$ cat config.mk
export PLATFORM = sky130hd
export DESIGN_NAME = binary_mul_7_arb
export DESIGN_NICKNAME = d
export VERILOG_FILES = /design/src/rtl/binary_mul_7_arb.sv
export SDC_FILE = /design/constraint.sdc
export NUM_CORES = 1
export LEC_CHECK = 0
export ABC_AREA = 1
export CAP_MARGIN = 10
export CORE_MARGIN = 3
export CORE_UTILIZATION = 50
export DETAILED_ROUTE_END_ITERATION = 10
export PLACE_DENSITY = 0.84
export SYNTH_ARGS = -nofsm -noshare
export SYNTH_HDL_FRONTEND = slang
export SYNTH_SLANG_ARGS = --single-unit
$ cat constraint.sdc
create_clock -name clk -period 3.1 [get_ports clk]
set_input_delay 0.31 -clock clk [delete_from_list [all_inputs] [get_ports clk]]
set_output_delay 0.31 -clock clk [all_outputs]
set_load 0.02 [all_outputs]
$ cat src/rtl/binary_mul_7_arb.sv
// rtl/binary_mul_7_arb.sv - shares one latency-matched 7x7 multiplier among NUM_REQ requesters
// Define BINARY_MUL_ARB_FIXED_PRIO_EN for lowest-index-wins priority instead of round-robin.
module binary_mul_7_arb #(
  parameter int NUM_REQ = 4,
  parameter int IDW     = 2,
  parameter int LATENCY = 8
) (
  input  logic                 clk,
  input  logic                 rst_n,
  input  logic                 en,
  input  logic [NUM_REQ-1:0]   req_valid,
  output logic [NUM_REQ-1:0]   req_ready,
  input  logic [7*NUM_REQ-1:0] req_a,
  input  logic [7*NUM_REQ-1:0] req_b,
  output logic [6:0]           mul_a,
  output logic [6:0]           mul_b,
  output logic                 mul_en,
  input  logic [13:0]          mul_p,
  output logic                 rsp_valid,
  output logic [IDW-1:0]       rsp_id,
  output logic [13:0]          rsp_p,
  output logic                 busy
);
  logic                      w_found;
  logic [IDW-1:0]            w_gidx;
  logic [NUM_REQ-1:0]        w_ready;
  logic [6:0]                w_sel_a;
  logic [6:0]                w_sel_b;
  logic [6:0]                r_mul_a;
  logic [6:0]                r_mul_b;
  // One extra stage: the multiplier output appears the cycle after its LATENCY-th edge.
  logic [LATENCY:0]          r_tag_v;
  logic [LATENCY:0][IDW-1:0] r_tag_id;

`ifdef BINARY_MUL_ARB_FIXED_PRIO_EN
  always_comb begin
    w_found = 1'b0;
    w_gidx  = '0;
    w_ready = '0;
    w_sel_a = '0;
    w_sel_b = '0;
    if (en && rst_n) begin
      for (int i = 0; i < NUM_REQ; i++) begin
        if (!w_found && req_valid[i]) begin
          w_found    = 1'b1;
          w_gidx     = IDW'(i);
          w_ready[i] = 1'b1;
          w_sel_a    = req_a[7*i +: 7];
          w_sel_b    = req_b[7*i +: 7];
        end
      end
    end
  end
`else
  logic [IDW-1:0] r_ptr;

  // Scan starts one past the last winner so every requester gets a turn.
  always_comb begin
    w_found = 1'b0;
    w_gidx  = '0;
    w_ready = '0;
    w_sel_a = '0;
    w_sel_b = '0;
    if (en && rst_n) begin
      for (int k = 1; k <= NUM_REQ; k++) begin
        for (int i = 0; i < NUM_REQ; i++) begin
          if (!w_found && req_valid[i] && (i == (int'(r_ptr) + k) % NUM_REQ)) begin
            w_found    = 1'b1;
            w_gidx     = IDW'(i);
            w_ready[i] = 1'b1;
            w_sel_a    = req_a[7*i +: 7];
            w_sel_b    = req_b[7*i +: 7];
          end
        end
      end
    end
  end

  always_ff @(posedge clk or negedge rst_n) begin
    if (!rst_n) begin
      r_ptr <= IDW'(NUM_REQ - 1);
    end else if (en && w_found) begin
      r_ptr <= w_gidx;
    end
  end
`endif

  always_ff @(posedge clk or negedge rst_n) begin
    if (!rst_n) begin
      r_mul_a  <= '0;
      r_mul_b  <= '0;
      r_tag_v  <= '0;
      r_tag_id <= '0;
    end else if (en) begin
      if (w_found) begin
        r_mul_a <= w_sel_a;
        r_mul_b <= w_sel_b;
      end
      r_tag_v  <= {r_tag_v[LATENCY-1:0], w_found};
      r_tag_id <= {r_tag_id[LATENCY-1:0], w_gidx};
    end
  end

  assign req_ready = w_ready;
  assign mul_a     = r_mul_a;
  assign mul_b     = r_mul_b;
  assign mul_en    = en;
  assign rsp_valid = r_tag_v[LATENCY];
  assign rsp_id    = r_tag_id[LATENCY];
  assign rsp_p     = mul_p;
  assign busy      = |r_tag_v;
endmodule

==> summary.md <==
| Metric | Value |
|---|---|
| Root Buffer | `clkbuf_8` |
| Rows | `33` |
| Sink Count | `43` |
| DRC | `0` |
| Tightest Hold Check Type | `input pin to asynchronous set/reset pin` |
| Nets | `918` |
| Critical path class | `flip-flop to primary output` |
| Unrepaired setup endpoints after global routing | `no` |
| Final worst path period share | `0.956` |
| Final core utilization | `0.654` |
| Setup WS post-layout | `0.137 ns` |
| CTS tree | `done` |
| Pwr Density | `735 nW/µm²` |
| First-pass GRT wire length | `around 24000 µm` |
| DR vias/cell | `5.44` |
| Dpl hpwl | `11100 µm` |
| Critical Path RT | `2.79 ns` |
| Tot Pwr | `3.95 mW` |
| GP Congestion | `1.04` |
| Clock buffer depth | `2` |
| Die Ht | `a little under 100 µm` |
| VDD IR max | `387 µV` |
| Place WS | `0.0156 ns` |
| Total track usage | `0.312` |
| Antenna violations before repair | `0` |
| Clk Latency, worst-skew pair | `0.32 ns` |
| Largest net degree at the start of global routing | `51` |
| Max-cap violations | `0` |
| Cts-stage hold buffer count | `0` |
| Design Area, Final | `5380 µm²` |
| Max Slew Vio Count | `0` |
| CTS buffer count | `5` |
| Fillers | `slightly below 800` |
| Vias in the first global route | `4954` |
| Post-synth cell types | `30` |
| Synth Instances | `753` |
| Critical path arrival | `2.65 ns` |
| Sequential area share after synthesis | `0.254` |
| Reg-to-reg slack, setup | `between 0.2 and 0.3 ns` |
| Worst-Margin Slew | `0.593 ns` |
| Slew headroom | `0.604` |
| Setup-failing EPs final | `0` |
| Fraction of layout cells with a size suffix above 1 | `0.0986` |
| Overflow after GRT | `0` |
| H-tree depth | `2` |
| Placed Area | `about 5300 µm²` |
| Syn nets | `830` |
| Worst R2R Start | `r_ptr[1]$_DFFE_PN1P_` |
| Initial DRT Pass Iterations | `6` |
| CTS clock-pin slew for the worst setup and hold paths | `0.11 ns` |
| Status | `finished, final reports clean` |
| Non-filler cells, final | `947` |
| Setup TNS | `0 ns` |
| Total wire length | `15300 µm` |
| Reg-to-reg endpoint | `r_tag_id[0]$_DFFE_PN0P_` |
| Max Clk Rate | `0.338 GHz` |
| Core Region | `approximately 8200 µm²` |
| IO Port Bufs | `85` |
| Detailed-route via count | `5154` |
| Count of warnings emitted by yosys | `0` |
| I/O pin cnt | `about 110` |
| CP Capture Type | `primary output` |
| Mapped cell area | `4250 µm²` |
| Die area | `approximately 9600 µm²` |
| Post-route ant nets | `0` |
| Critical Path Start Type | `flip-flop` |
| Crit-path max FO | `7` |
| Hold Vio Cnt, Final | `0` |
| Reg2reg path depth | `14` |
| Inserted Diodes | `0` |
| Placed Cells | `939` |
| Clk_skew | `0.0189 ns` |
| Initial DRC Count | `312` |
| Hold Slack | `0.0813 ns` |
| WL/cell | `16.2 µm` |
| Width of the die | `98.2 µm` |
| Initial cell density of the core | `0.517` |
| Synth Area per Inst | `5.64 µm²` |
| Leakage | `2.81 nW` |
| Flops & latches, synth | `43` |
| Area Overhead vs Synth | `26.5%` |
| Final min period | `roughly 3.0 ns` |
==> state kept, by name, indices dropped and copies added, names as in the netlist <==
name,cells
mul_a,7
r_ptr,2
rsp_id,2
mul_b,7
r_tag_v,9
r_tag_id,16
==> layout by cell type (no fill, tap or decap), types with 20 or more instances in the layout <==
cell type	n
clkdlybuf4s50_1	80
buf_4	44
a21oi_1	30
inv_1	94
dfrtp_1	41
nand4_1	20
nand2_1	205
nand3_1	69
nor2_1	173
o21ai_0	22
==> cell usage after synthesis, drive strengths merged <==
library cell	instances	area [µm²]
nor2	178	696
nand2	209	800
or2	8	50.1
dfstp	2	52.6
nor3	5	36.3
mux2	2	22.5
nor4	3	18.8
nand3	71	373
a21oi	30	150
o21ai	26	130
nand4	23	180
a41oi	3	26.3
o21bai	9	67.6
buf	31	201
clkbuf	17	63.8
inv	95	357
dfrtp	41	1030
==> critical path: stages, from the launching register on <==
cell	delay, ns
dfstp_2	0.61
inv_1	0.09
nand2_2	0.13
nor2_1	0.07
inv_1	0.13
nand4_4	0.14
nor3_4	0.16
nand4_2	0.15
nor2_4	0.18
nand4_4	0.09
a21oi_1	0.22
dlygate4sd2_1	0.36
==> per-layer routing <==
layer	track usage	wire (µm)	vias to the layer above
met5	0	0	-
met4	0.180	703	0
met3	0.0536	1470	69
met2	0.507	7080	291
met1	0.391	6070	2278
li1	-	-	2516
==> area by class of cell <==
type | count | area [µm²] | share of cell area
clock buffers | 5 | 68.8 | 0.0128
clock inverters | 3 | 26.3 | 0.00489
inverters | 95 | 357 | 0.0663
multi-input cells | 567 | 2550 | 0.474
flip-flops and latches | 43 | 1080 | 0.201
well taps | 105 | 131 | 0.0244
repair buffers | 129 | 1160 | 0.216
==> where the power goes <==
| part | internal, mW | switching (mW) | leakage, nW | total (mW) |
|---|---|---|---|---|
| logic | 1.05 | 1.65 | 2.26 | 2.70 |
| clock network | 0.166 | 0.242 | 0.0491 | 0.409 |
| registers | 0.739 | 0.101 | 0.500 | 0.840 |
==> kinds of logic after synthesis <==
logic type,Yosys count,synth area share
mux,2,0.00530
buf+inv,143,0.146
compound gates,68,0.0880
simple gates,497,0.507
flops,43,0.254
==> what timing repair did <==
item	CTS	global route
hold endpoints to repair	0	0
gates resized for setup	4	6
gates cloned	0	0
pin swaps	0	0
buffers inserted	0	0
setup endpoints to repair	4	2
==> how the worst max path moves through the flow <==
stage,endpoint,depth (start not counted),start
2_1_floorplan,req_ready[2],11,r_ptr[1]$_DFFE_PN1P_
3_3_place_gp,req_ready[2],11,req_valid[0]
3_5_place_dp,mul_b[5]$_DFFE_PN0P_,19,req_valid[1]
4_1_cts,req_ready[3],11,r_ptr[0]$_DFFE_PN1P_
5_1_grt,req_ready[3],11,r_ptr[0]$_DFFE_PN1P_
6_report,req_ready[3],11,r_ptr[0]$_DFFE_PN1P_
No activity file was read; power rests on OpenSTA's default activity.
